<file path="config.mk">
export PLATFORM = sky130hd
export DESIGN_NAME = muldiv_unit
export DESIGN_NICKNAME = d
export VERILOG_FILES = /design/src/rtl/muldiv_unit_pkg.sv /design/src/rtl/muldiv_step.sv /design/src/rtl/muldiv_unit.sv
export SDC_FILE = /design/constraint.sdc
export NUM_CORES = 1
export LEC_CHECK = 0
export CAP_MARGIN = 5
export CORE_MARGIN = 10
export CORE_UTILIZATION = 45
export DETAILED_ROUTE_END_ITERATION = 16
export PLACE_DENSITY_LB_ADDON = 0.1
export SKIP_CTS_REPAIR_TIMING = 1
export SYNTH_ARGS = -nofsm -noshare
export SYNTH_HDL_FRONTEND = slang
export SYNTH_HIERARCHICAL = 1
export SYNTH_SLANG_ARGS = --single-unit
</file>
<file path="constraint.sdc">
create_clock -name clk -period 3.15 [get_ports clk]
set_input_delay 0.63 -clock clk [delete_from_list [all_inputs] [get_ports clk]]
set_output_delay 0.63 -clock clk [all_outputs]
set_load 0.05 [all_outputs]
</file>
<file path="src/rtl/muldiv_unit_pkg.sv">
// Shared definitions for the iterative RV32M/RV64M multiply/divide unit:
// M-extension instruction ids, internal op encoding and the id decoder.
package muldiv_unit_pkg;

   localparam logic [5:0] INSTR_MUL    = 6'd40;
   localparam logic [5:0] INSTR_MULH   = 6'd41;
   localparam logic [5:0] INSTR_MULHSU = 6'd42;
   localparam logic [5:0] INSTR_MULHU  = 6'd43;
   localparam logic [5:0] INSTR_DIV    = 6'd44;
   localparam logic [5:0] INSTR_DIVU   = 6'd45;
   localparam logic [5:0] INSTR_REM    = 6'd46;
   localparam logic [5:0] INSTR_REMU   = 6'd47;

   typedef enum logic [2:0] {
      OP_MUL, OP_MULH, OP_MULHSU, OP_MULHU, OP_DIV, OP_DIVU, OP_REM, OP_REMU
   } md_op_e;

   typedef struct packed {
      logic   valid;
      md_op_e op;
   } md_dec_t;

   function automatic md_dec_t decode_m(input logic [5:0] id);
      md_dec_t d;
      d.valid = 1'b1;
      d.op    = OP_MUL;
      case (id)
         INSTR_MUL:    d.op = OP_MUL;
         INSTR_MULH:   d.op = OP_MULH;
         INSTR_MULHSU: d.op = OP_MULHSU;
         INSTR_MULHU:  d.op = OP_MULHU;
         INSTR_DIV:    d.op = OP_DIV;
         INSTR_DIVU:   d.op = OP_DIVU;
         INSTR_REM:    d.op = OP_REM;
         INSTR_REMU:   d.op = OP_REMU;
         default:      d.valid = 1'b0;
      endcase
      return d;
   endfunction

   function automatic logic op_is_div(input md_op_e op);
      return (op == OP_DIV) || (op == OP_DIVU) || (op == OP_REM) || (op == OP_REMU);
   endfunction

endpackage

</file>
<file path="src/rtl/muldiv_step.sv">
// Combinational UNROLL-step iterator: shift-add multiply or restoring
// shift-subtract divide on a 2*XLEN unsigned accumulator {hi, lo}.
module muldiv_step #(
   parameter int XLEN   = 32,
   parameter int UNROLL = 1
) (
   input  logic                is_div,
   input  logic [2*XLEN-1:0]   acc_in,
   input  logic [XLEN-1:0]     operand,
   output logic [2*XLEN-1:0]   acc_out
);

   logic [2*XLEN-1:0] acc;
   logic [XLEN:0]     sum;
   logic [XLEN:0]     sh;

   always_comb begin
      acc = acc_in;
      sum = '0;
      sh  = '0;
      for (int i = 0; i < UNROLL; i++) begin
         if (!is_div) begin
            // Multiplier bits drain out of lo LSB-first while the product grows in from hi.
            sum = {1'b0, acc[2*XLEN-1:XLEN]} + (acc[0] ? {1'b0, operand} : '0);
            acc = {sum, acc[XLEN-1:1]};
         end else begin
            sh = acc[2*XLEN-1:XLEN-1];
            if (sh >= {1'b0, operand})
               acc = {sh[XLEN-1:0] - operand, acc[XLEN-2:0], 1'b1};
            else
               acc = {sh[XLEN-1:0], acc[XLEN-2:0], 1'b0};
         end
      end
      acc_out = acc;
   end

endmodule

</file>
<file path="src/rtl/muldiv_unit.sv">
// Iterative M-extension execution unit: FSM, iteration counter, operand sign
// handling, special-case shortcuts and valid/ready handshake around muldiv_step.
module muldiv_unit
   import muldiv_unit_pkg::*;
#(
   parameter int XLEN   = 32,
   parameter int UNROLL = 1
) (
   input  logic            clk,
   input  logic            rst_n,
   input  logic            flush,
   input  logic            in_valid,
   output logic            in_ready,
   input  logic [5:0]      instr_id,
   input  logic [XLEN-1:0] rs1_value,
   input  logic [XLEN-1:0] rs2_value,
   input  logic [4:0]      in_rd,
   output logic            out_valid,
   input  logic            out_ready,
   output logic [XLEN-1:0] out_result,
   output logic [4:0]      out_rd,
   output logic            busy
);

   localparam int N     = XLEN / UNROLL;
   localparam int CNT_W = $clog2(N + 1);
   localparam logic [XLEN-1:0] MOST_NEG = {1'b1, {(XLEN-1){1'b0}}};

   if ((XLEN % UNROLL) != 0 || (UNROLL != 1 && UNROLL != 2 && UNROLL != 4 && UNROLL != 8))
   begin : g_bad_cfg
      $error("muldiv_unit: UNROLL must be 1/2/4/8 and divide XLEN");
   end

   typedef enum logic [1:0] {IDLE, BUSY, FIXUP, DONE} state_e;

   state_e             state, state_nxt;
   logic [CNT_W-1:0]   iter_cnt, cnt_nxt;
   md_op_e             op_q;
   logic               neg_q;
   logic [2*XLEN-1:0]  acc_q, acc_step;
   logic [XLEN-1:0]    opb_q;

   md_dec_t            dec;
   logic               accept, a_signed, b_signed, neg_a, neg_b, neg_res;
   logic               special, load_result;
   logic [XLEN-1:0]    mag_a, mag_b, special_val, fix_result, result_nxt;
   logic [2*XLEN-1:0]  prod;

   assign in_ready  = (state == IDLE);
   assign busy      = (state != IDLE);
   assign out_valid = (state == DONE);

   // Accept-time decode: magnitudes, result sign and shortcut results.
   always_comb begin
      dec      = decode_m(instr_id);
      accept   = in_valid && in_ready && !flush && dec.valid;
      a_signed = (dec.op == OP_MUL) || (dec.op == OP_MULH) || (dec.op == OP_MULHSU) ||
                 (dec.op == OP_DIV) || (dec.op == OP_REM);
      b_signed = (dec.op == OP_MUL) || (dec.op == OP_MULH) ||
                 (dec.op == OP_DIV) || (dec.op == OP_REM);
      neg_a    = a_signed && rs1_value[XLEN-1];
      neg_b    = b_signed && rs2_value[XLEN-1];
      mag_a    = neg_a ? -rs1_value : rs1_value;
      mag_b    = neg_b ? -rs2_value : rs2_value;
      case (dec.op)
         OP_REM, OP_MULHSU:          neg_res = neg_a;
         OP_MULHU, OP_DIVU, OP_REMU: neg_res = 1'b0;
         default:                    neg_res = neg_a ^ neg_b;
      endcase
      special     = 1'b0;
      special_val = '0;
      case (dec.op)
         OP_DIV, OP_DIVU: begin
            if (rs2_value == '0) begin
               special     = 1'b1;
               special_val = '1;
            end else if (dec.op == OP_DIV && rs1_value == MOST_NEG && rs2_value == '1) begin
               special     = 1'b1;
               special_val = MOST_NEG;
            end
         end
         OP_REM, OP_REMU: begin
            if (rs2_value == '0) begin
               special     = 1'b1;
               special_val = rs1_value;
            end else if (dec.op == OP_REM && rs1_value == MOST_NEG && rs2_value == '1) begin
               special     = 1'b1;
               special_val = '0;
            end
         end
         default: ;
      endcase
   end

   muldiv_step #(.XLEN(XLEN), .UNROLL(UNROLL)) u_step (
      .is_div  (op_is_div(op_q)),
      .acc_in  (acc_q),
      .operand (opb_q),
      .acc_out (acc_step)
   );

   // Sign fixup and result selection once iteration finishes.
   always_comb begin
      prod = neg_q ? -acc_q : acc_q;
      case (op_q)
         OP_MUL:                       fix_result = prod[XLEN-1:0];
         OP_MULH, OP_MULHSU, OP_MULHU: fix_result = prod[2*XLEN-1:XLEN];
         OP_DIV, OP_DIVU:              fix_result = neg_q ? -acc_q[XLEN-1:0] : acc_q[XLEN-1:0];
         default:                      fix_result = neg_q ? -acc_q[2*XLEN-1:XLEN] : acc_q[2*XLEN-1:XLEN];
      endcase
   end

   always_comb begin
      state_nxt   = state;
      cnt_nxt     = iter_cnt;
      load_result = 1'b0;
      result_nxt  = fix_result;
      case (state)
         IDLE: if (accept) begin
            cnt_nxt = '0;
            if (special) begin
               state_nxt   = DONE;
               load_result = 1'b1;
               result_nxt  = special_val;
            end else begin
               state_nxt = BUSY;
            end
         end
         BUSY: begin
            cnt_nxt = iter_cnt + 1'b1;
            if (iter_cnt == CNT_W'(N - 1)) state_nxt = FIXUP;
         end
         FIXUP: begin
            load_result = 1'b1;
            state_nxt   = DONE;
         end
         DONE: if (out_ready) state_nxt = IDLE;
         default: state_nxt = IDLE;
      endcase
      if (flush) begin
         state_nxt   = IDLE;
         load_result = 1'b0;
      end
   end

   always_ff @(posedge clk or negedge rst_n) begin
      if (!rst_n) begin
         state      <= IDLE;
         iter_cnt   <= '0;
         out_result <= '0;
         out_rd     <= '0;
      end else begin
         state    <= state_nxt;
         iter_cnt <= cnt_nxt;
         if (load_result) out_result <= result_nxt;
         if (accept)      out_rd     <= in_rd;
      end
   end

   always_ff @(posedge clk) begin
      if (accept) begin
         op_q  <= dec.op;
         neg_q <= neg_res;
         acc_q <= {{XLEN{1'b0}}, mag_a};
         opb_q <= mag_b;
      end else if (state == BUSY) begin
         acc_q <= acc_step;
      end
   end

endmodule
</file>
Word-level counts from Yosys, hierarchy flattened
Index checks and enable logic that the tools add are counted.
- bits of input ports: 80
- logic and storage cells: 124
- bits in registers: 145
- output and inout bits: 40
- bitwise operators: 1
- equality and inequality tests: 32
- add/subtract/negate cells: 8
- $lt $le $gt $ge: 1
- reduce and logical (&&, ||, !) cells: 35
- mux-type cells: 38
- operators with widths (kind ; number):
    $mux 32 ; 13
    $mux 64 ; 3
    $neg 32->32 ; 4
    $pmux 32 s3 ; 1
    $eq 32x32->1 const B ; 2
    $neg 64->64 ; 1
    $pmux 32 s2 ; 1
    $eq 6x6->1 const B ; 8
    $add 32x32->33 ; 1
    $ge 33x32->1 ; 1
    $logic_not 32->1 ; 1
    $sub 32x32->32 ; 1
    $eq 3x3->1 const B ; 8
    $pmux 3 s7 ; 1
    $eq 3x2->1 const B ; 4
    $pmux 6 s2 ; 1
    $mux 2 ; 5
    $logic_and 1x1->1 ; 9
    $logic_or 1x1->1 ; 9
    $mux 1 ; 8
    $pmux 2 s4 ; 1
    $reduce_or 2->1 ; 4
    $reduce_or 8->1 ; 1
    $add 6x1->6 const B ; 1
    17 further kinds ; 26

Logic depth before layout (Yosys ltp)
Gate-level depths: netlist (run 1).
- depth after elaboration: 12
- gate-level depth with buffers: 15
- depth with buffers taken out: 15

Cells and area by module
The synthesis (run 1) kept the hierarchy.
- by module, submodules not included (module ; times used ; area each (um^2) ; sequential area each (um^2) ; cells an instance):
    muldiv_unit ; 1 ; 10352.4 ; 3808.7 ; 1232
    muldiv_step ; 1 ; 4583.1 ; 0.0 ; 646

Least setup slack after synthesis (run 1)
No wires, ideal clock.
- kind: reg2reg
- start: reg acc_q[0]
- end: reg acc_q[63]
- stages on the path, launching flop included: 16
- buffers on the path: 1
- setup time: 0.183 ns
- required time: 2.967 ns
- period minus slack after synthesis: 3.522 ns
- path slack: -0.372 ns
- data arrival time: 3.339 ns
- cells stage by stage: edfxtp_1 -> clkbuf_1 -> and2_1 -> ha_1 -> fa_1 -> a211oi_1 -> nor4_1 -> nor3_2 -> nor3_1 -> o221a_2 -> a221o_1 -> a22oi_1 -> a21boi_0 -> o32a_1 -> mux2i_1 -> nor2_1
- longest elaborated chain between the ends: 3
- ends and longest elaborated chain (element ; line ; source):
    start: declaration ; muldiv_unit.sv:40 ; logic [2*XLEN-1:0] acc_q, acc_step;
    start signal: assignment ; muldiv_unit.sv:164 ; acc_q <= {{XLEN{1'b0}}, mag_a};
    start signal: assignment ; muldiv_unit.sv:167 ; acc_q <= acc_step;
    $mux 32 ; muldiv_step.sv:24 ; sum = {1'b0, acc[2*XLEN-1:XLEN]} + (acc[0] ? {1'b0, operand} : '0);
    $add 32x32->33 ; muldiv_step.sv:24 ;
    $mux 64 ; muldiv_step.sv:22 ; if (!is_div) begin
    net acc_step[63] ; muldiv_unit.sv:40 ;
The timed path passes the listed nets, and every way through them passes these cells.
A chain may end at the register's enable or synchronous reset.

Final worst setup path (run 1)
Ends and elaborated chain as after synthesis.

==> results, run 1 <==
- The vertical die dimension is 202 microns.
- The count of maximum capacitance violations is 0.
- The power density of the placed cells is 918 nW/um^2.
- The global placement routability congestion is 0.977.
- The first detailed-routing pass took 6 iterations.
- After clock tree synthesis, the clock-pin slew on the worst setup and hold paths is 0.06 ns.
- In this run the tool buffered the top-level ports with 119 buffer cells.
- The wire length on met1 is 27.3 mm.
- Of the synthesized area, sequential elements account for 0.255.
- The startpoint of the worst register-to-register path is acc_q[0].
- The placeable core area is 32600 sq um.
- Yosys mapped a number of flops with a built-in enable equal to 68.
- The final number of max-transition violations came to 0.
- The clock root buffer is clkbuf_16.
- The startpoint of the worst setup timing path is acc_q[0].
- The nature of the critical path startpoint is a register.
- The achievable frequency is 282 MHz.
- The count of boundary I/O pins is 120.
- The number of global-route vias before repair came to 15539.
- The post-layout instance count excluding filler cells is 2702.
- The number of clock buffers added by TritonCTS is 17.
- The clock insertion delay at the later pin of the skew report is 0.45 ns.
- Once routing completed, OpenROAD measured the worst setup slack at -0.395 ns.
- The number of nets in the synthesized netlist is 2034.
- The internal power is 0.00981 W.
- In this design, the largest share of critical-path delay is due to compound AO/OA/AOI/OAI gates.
- After detailed routing, the number of remaining DRC violations is 0.
- The number of antenna violations at the first check in global routing is 1.
- By startpoint and endpoint, the worst setup path is classified as reg -> reg.
- The number of hold violations in the final report was 0.
- The die outline area is 40900 sq um.
- The number of levels the H-tree was split into is 4.
- The area growth from synthesis to layout is 35.7%.
- Summed over all cells, the static leakage comes to 8.19 nW.
- At the worst endpoint, the required time is 3.47 ns.
- The worst flop-to-flop path endpoint is acc_q[63].
- After detailed routing, the met2 layer carries 25.5 mm of wire.
- Once detail routing completed, the nets flagged for antenna violations numbered 0.
- For this run, the total global-route usage over all layers was measured as 0.280.
- After synthesis the cells add up to 14900 sq um.
- After detailed placement, the design holds a cell count of 2636.
- The worst setup path endpoint is acc_q[63].
- In the final timing run, aggregate negative setup slack is -2.42 ns.
- The cell with the largest stage delay on the worst path is edfxtp_1.
- The total length of routed wires is 60.2 mm.
- The internal reg-to-reg setup slack is -0.39 ns.
- In the synthesized netlist the async set-or-reset flop fraction comes to 0.310.
- The final layout contains 2402 nets.
- In the final routed layout, each cell accounts on average for 22.3 microns.
- The tightest min-delay check is of the in -> async type.
- The first global-routing pass estimated 90.6 mm of wire.
- Detailed placement finished with a half-perimeter wire length of 46.0 mm.
- Of the available clock period, the critical path in the final layout requires 1.13.
- The type of destination of the critical path is a register.
- Setup repair after global routing could not meet its margin everywhere.
- TritonCTS built the clock tree.
- IR analysis of the VDD net gives a maximum drop of 0.00109 V.
- Of the total power, the share spent switching nets is 0.473.
- During synthesis, Yosys emitted a total of 6 warnings.
- The count of state elements after synthesis is 145.
- The number of distinct library cells after synthesis is 100.
- The worst clock skew is 0.0112 ns.
- Walking the worst path, the cells encountered are and2_4 -> ha_4 -> fa_2 -> a211oi_2 -> nor4_2 -> nor3_2 -> buf_4 -> nor3_4 -> o221a_4 -> a221o_1 -> a22oi_2 -> a21boi_1 -> o32a_1 -> mux2i_1 -> nor2_1.
- The buffering stage count on the worst path with inverters included is 1.
- The TritonCTS sink count is 145.
- The final setup violation count is 14.
- The combinational share of power is 0.712.
- The total via count after detailed routing is 16498.
- The flow ran to the end, but the final reports show violations.
- The starting density of the core is 0.458.
- The detailed router finished its first iteration with 2073 violations.
- The number of standard cells after synthesis is 1878.
- In this run the top signal layer used is met5.
- The worst pin sits at a relative slew slack of 0.427.
- The worst path in the final design needs a cycle of 3.54 ns, including I/O delays and setup.
- The count of cell instances traversed by the critical path is 15.
- Row generation in the floorplan step produced 66 rows.
- The maximum buffer depth of the clock tree is 2.
- At the pin with the least slew margin, the transition time is 0.857 ns.
- After synthesis, the mean cell area works out to 7.95 sq um.
- Of the total power, the clock network draws 0.114.
- The share of cells above drive strength 1 is 0.244.
- For the worst flop-to-flop path, the logic depth is 15.
- Of all nets on the critical path, the largest fanout is 4.
- The floorplan step set the die width to 202 microns.
- The largest net degree at the start of global routing is 103.
- In the detailed route, the total length drawn on met3 is 6.13 mm.
- The final reports fail on negative setup slack.
- In the synthesized netlist the dominant register cell turns out to be edfxtp_1.
- In the routed layout, each cell is associated on average with a via count of 6.11.
- Summed over all layers, the global routing overflow is 0.
- The delay contributed by the slowest stage of the critical path is 0.46 ns.
- For the worst setup path, the data arrival time is 3.87 ns.
- Of the total power, registers draw 0.175.
- The net switching power of the design is 0.00879 W.
==> layer usage <==
layer,global-route usage,vias to the layer above
met5,0,-
met2,0.414,851
met3,0.0657,97
li1,-,7705
met4,0.0666,2
met1,0.402,7843
==> synthesized netlist by cell type (all sizes together) (23+ instances only) <==
cell type	n	share of area
inv	70	0.018
or3	24	0.011
nor3	53	0.020
o211ai	47	0.024
buf	27	0.011
dfrtp	45	0.075
xnor2	66	0.039
mux2	38	0.029
xor2	75	0.044
nor4	45	0.028
nand4	34	0.016
o31ai	25	0.013
and2	38	0.016
nor2	170	0.043
clkbuf	81	0.020
a21oi	119	0.041
nand3	41	0.014
mux2i	58	0.039
dfxtp	32	0.043
ha	74	0.062
a21o	23	0.012
edfxtp	68	0.14
o21ai	178	0.060
nand2	188	0.047
==> stage by stage <==
stage          area (sq um)  hold WS [ns]  setup slack (ns)  utilization  total power, W
2_1_floorplan         14900         0.334            -0.184            -          0.0103
3_3_place_gp          18600         0.459            -0.312        0.572          0.0146
3_5_place_dp          18600         0.467            -0.360        0.572          0.0147
4_1_cts               19200         0.297            -0.343        0.590          0.0168
5_1_grt               20300         0.321            -0.504        0.621          0.0197
6_report              20300         0.291            -0.395        0.621          0.0186
==> cell families (layout without fill, tap and decap cells) <==
group                      after synthesis  after routing  synth area share
DFF                                    145            145             0.255
AOI/OAI and AO/OA                      567            567             0.248
and+or+nand+nor                        673            673             0.233
muxes                                   96             96            0.0678
xor gates and xnor gates               141            141            0.0827
buffers and inverters                  180            561            0.0493
other                                    0              1                 0
adders and majority gates               76             76            0.0647
==> worst register-to-register path: stages, from the launching register on <==
cell,delay (ns)
edfxtp_1,0.46
and2_4,0.21
ha_4,0.16
fa_2,0.37
a211oi_2,0.31
nor4_2,0.08
nor3_2,0.15
buf_4,0.18
nor3_4,0.05
o221a_4,0.25
a221o_1,0.42
a22oi_2,0.21
a21boi_1,0.11
o32a_1,0.29
mux2i_1,0.14
nor2_1,0.05
==> how the worst min path moves through the flow <==
stage / from / endpoint / cells past startpoint
floorplan: rst_n / iter_cnt[0] / 0
global placement: out_rd[3] / out_rd[3] / 2
detailed placement: out_rd[2] / out_rd[2] / 2
CTS: rst_n / out_result[13] / 2
global route: rst_n / out_result[13] / 2
finish: rst_n / out_result[13] / 2
==> power by group through the flow <==
stage	logic (W)	clock network [W]	registers [W]
final	0.0132	0.00212	0.00325
after floorplan	0.00629	0	0.00405
after global placement	0.0113	0	0.00322
after CTS	0.0115	0.00214	0.00319
after detailed placement	0.0114	0	0.00322
after global routing	0.0141	0.00220	0.00332
==> final cells by class <==
| cell class | instances | area [sq um] |
|---|---|---|
| clock inverter | 11 | 126 |
| multi-input combinational | 1553 | 11000 |
| antenna | 1 | 2.50 |
| clock buffer | 21 | 460 |
| timing repair buffer | 457 | 4010 |
| sequential | 145 | 3810 |
| tap | 442 | 553 |
| inverter | 72 | 273 |
| fill | 2871 | 12400 |
==> layout by cell type (no fill, tap or decap), types with 23 or more instances in the layout <==
master,instances
o21ai_0,142
o211ai_1,46
and2_1,32
nor4_1,30
buf_4,302
a21oi_1,107
ha_1,49
dfrtp_1,45
inv_1,63
mux2i_1,55
xnor2_1,65
nand4_1,31
nand2_1,186
nor2_1,167
xor2_1,72
o21ai_1,32
mux2_2,36
nand3_1,41
a21o_1,23
edfxtp_1,68
dfxtp_1,31
clkdlybuf4s50_1,118
nor3_1,48
==> flip-flops by register name, summed over array words and instances (netlist names) <==
signal	flops
neg_q	1
op_q	3
out_result	32
out_rd	5
opb_q	32
iter_cnt	6
acc_q	64
state	2
Power figures use the tool's default switching activity.
==> inputs of run 2 (changes only) <==
--- a/config.mk
+++ b/config.mk
@@ -10,7 +10,6 @@
 export CORE_UTILIZATION = 45
 export DETAILED_ROUTE_END_ITERATION = 16
 export PLACE_DENSITY_LB_ADDON = 0.1
-export SKIP_CTS_REPAIR_TIMING = 1
 export SYNTH_ARGS = -nofsm -noshare
 export SYNTH_HDL_FRONTEND = slang
 export SYNTH_HIERARCHICAL = 1
==> results, run 2 (synthesis results as in run 1) <==
- The critical path is of the reg -> reg type.
- Wires add up to 60.0 mm.
- The largest registers in the layout are acc_q: 64 flops, opb_q: 32 flops, out_result: 32 flops.
- CTS saw 145 sinks.
- From synthesis to final layout, the design area changed by 35.5%.
- The number of global-route vias before repair is 15608.
- The overall routing resource usage is 0.282.
- The flow ran to the end, but the final reports show violations.
- On the final layout, the worst hold slack is 0.288 ns.
- In this run, placement finished with an instance count of 2636.
- The number of standard-cell rows in the floorplan is 66.
- The DRC marker count from the first detailed-route iteration is 1959.
- The number of hold violations in the final report is 0.
- The total iterations of the first detailed-routing run is 6.
- The nature of the critical path startpoint is a register.
- The worst path in the final design needs a cycle of 3.54 ns, including I/O delays and setup.
- Across the run, the number of max-cap violations was 0.
- The register clock-pin slew on the reported worst setup and hold paths is 0.07 ns.
- Dividing the final minimum period by the clock period gives 1.13.
- TritonCTS built the clock tree.
- The vertical die dimension is 202 microns.
- The total of fill cells in the finished design is 2897.
- The share of cells above drive strength 1 is 0.244.
- Based on the critical path, the design can be clocked at up to 282 MHz.
- In the layout the commonest cells are buf_4 (309), nand2_1 (188), nor2_1 (166), o21ai_0 (140), clkdlybuf4s50_1 (118).
- The global-route wire length before repair is 91.2 mm.
- The actual slew at the worst max-slew pin is 0.854 ns.
- The register with the most flip-flops in the layout has 64 of them.
- The count of boundary I/O pins is 120.
- The clock passes through at most 2 buffers.
- The path class of the tightest hold or removal check is in -> async.
- In this run the static leakage power is 8.18 nW.
- The final number of max-transition violations is 0.
- The number of antenna violations at the first check in global routing is 1.
- The cts-stage hold buffer count is 0.
- The power density of the placed cells is 909 nW/um^2.
- acc_q holds more flip-flops than any other register.
- TritonCTS created 17 clock buffers.
- In this run the critical register-to-register path is launched from acc_q[0].
- The number of buffer cells added on primary ports is 119.
- Setup repair after global routing could not meet its margin everywhere.
- The least setup slack across all paths after layout is -0.394 ns.
- In the final routed layout, each cell accounts on average for 22.2 microns.
- The worst reg-to-reg path cell count is 17.
- Once detailed placement completed, the half-perimeter wirelength came to 46.0 mm.
- The largest net degree at the start of global routing is 103.
- The sequential cell area in the final layout is 3810 sq um.
- The total inserted antenna cells is 0.
- The number of nets in the layout is 2405.
- The worst ir drop on vdd is 0.000991 V.
- Dividing the detail-routed via count by the number of cells gives 6.11.
- Measured along the x axis, the die boundary spans 202 microns.
- In this run the critical register-to-register path is captured at acc_q[63].
- The die outline area is 40900 sq um.
- The later pin in the worst-skew pair is clocked with a latency of 0.45 ns.
- The share of the core filled with cells in the final layout is 0.620.
- The area of the multi-input gates is 11000 sq um.
- The internal reg-to-reg setup slack is -0.39 ns.
- Clock skew on the completed layout was measured at 0.0120 ns.
- The number of nets still failing antenna checks after routing is 0.
- The total overflow left after global routing is 0.
- Detailed routing inserted a total of 16531 vias.
- The type of destination of the critical path is a register.
- After floorplanning, the core was sized to cover 32600 sq um.
- The clock root buffer is clkbuf_16.
- The post-layout instance count excluding filler cells is 2704.
- The final setup violation count is 24.
- Headroom to the max-slew limit came out at 0.429.
- The final total power is 0.0184 W.
- For this configuration, the core starts out at a cell density of 0.458.
- Along the worst path, the maximum fanout reaches 6.
- The most common cell after layout, fill and taps aside is buf_4.
- The number of levels the H-tree was split into is 4.
- The global placement routability congestion is 0.977.
- The checks that failed: negative setup slack.
- In the routed design, unresolved DRC markers number 0.
- STA puts the critical path data required time at 3.48 ns.
- STA puts the critical path data arrival time at 3.87 ns.
==> run 2: repair_timing <==
action                     in CTS  in global routing
setup buffers                   9                 29
pin swaps                      28                 67
resized for setup              32                114
setup endpoints to repair      31                 54
gates cloned                    1                  1
==> run 2: metrics by stage <==
step / instance area (sq um) / setup WS, ns / TNS, ns
2_1_floorplan: 14900 / -0.184 / -0.344
5_1_grt: 20200 / -0.473 / -6.95
3_3_place_gp: 18600 / -0.312 / -9.37
4_1_cts: 19500 / -0.279 / -1.32
3_5_place_dp: 18600 / -0.360 / -14.02
6_report: 20200 / -0.394 / -3.35
==> run 2: cell type report <==
class,count,share of cell area
Inverter,72,0.0136
Sequential cell,145,0.188
Tap cell,442,0.0273
Clock inverter,11,0.00624
Multi-Input combinational cell,1553,0.544
Timing Repair Buffer,460,0.198
Clock buffer,21,0.0227
==> run 2: power breakdown <==
group | internal (W) | switching, W
sequential | 0.00268 | 0.000566
combinational | 0.00581 | 0.00723
clock | 0.00122 | 0.000898
==> run 2: worst max-delay path, stage by stage, from the launching register on <==
cell and delay [ns]:
edfxtp_1 0.43, buf_6 0.15, buf_6 0.12, and2_4 0.14, ha_4 0.25, buf_6 0.11, nand4_1 0.15, buf_4 0.15
nor4_4 0.05, nor3_4 0.28, nor3_2 0.10, o221a_2 0.28, a221o_1 0.37, a22oi_2 0.21, a21boi_1 0.10, o32a_1 0.33
mux2i_1 0.15, nor2_1 0.06
==> run 2: how the worst max path moves through the flow <==
stage	start	endpoint	slack, ns
2_1_floorplan	acc_q[0]	acc_q[63]	-0.18
3_3_place_gp	rs2_value[1]	out_result[13]	-0.31
3_5_place_dp	rs2_value[1]	out_result[31]	-0.36
4_1_cts	acc_q[0]	acc_q[63]	-0.28
5_1_grt	acc_q[0]	acc_q[63]	-0.47
6_report	acc_q[0]	acc_q[63]	-0.39
==> run 2: per-layer routing <==
metal,track usage,vias up,part of all wire
met5,0,-,0.00022
met4,0.0677,2,0.022
met3,0.0641,79,0.097
met2,0.418,824,0.42
met1,0.403,7926,0.46
li1,-,7700,-
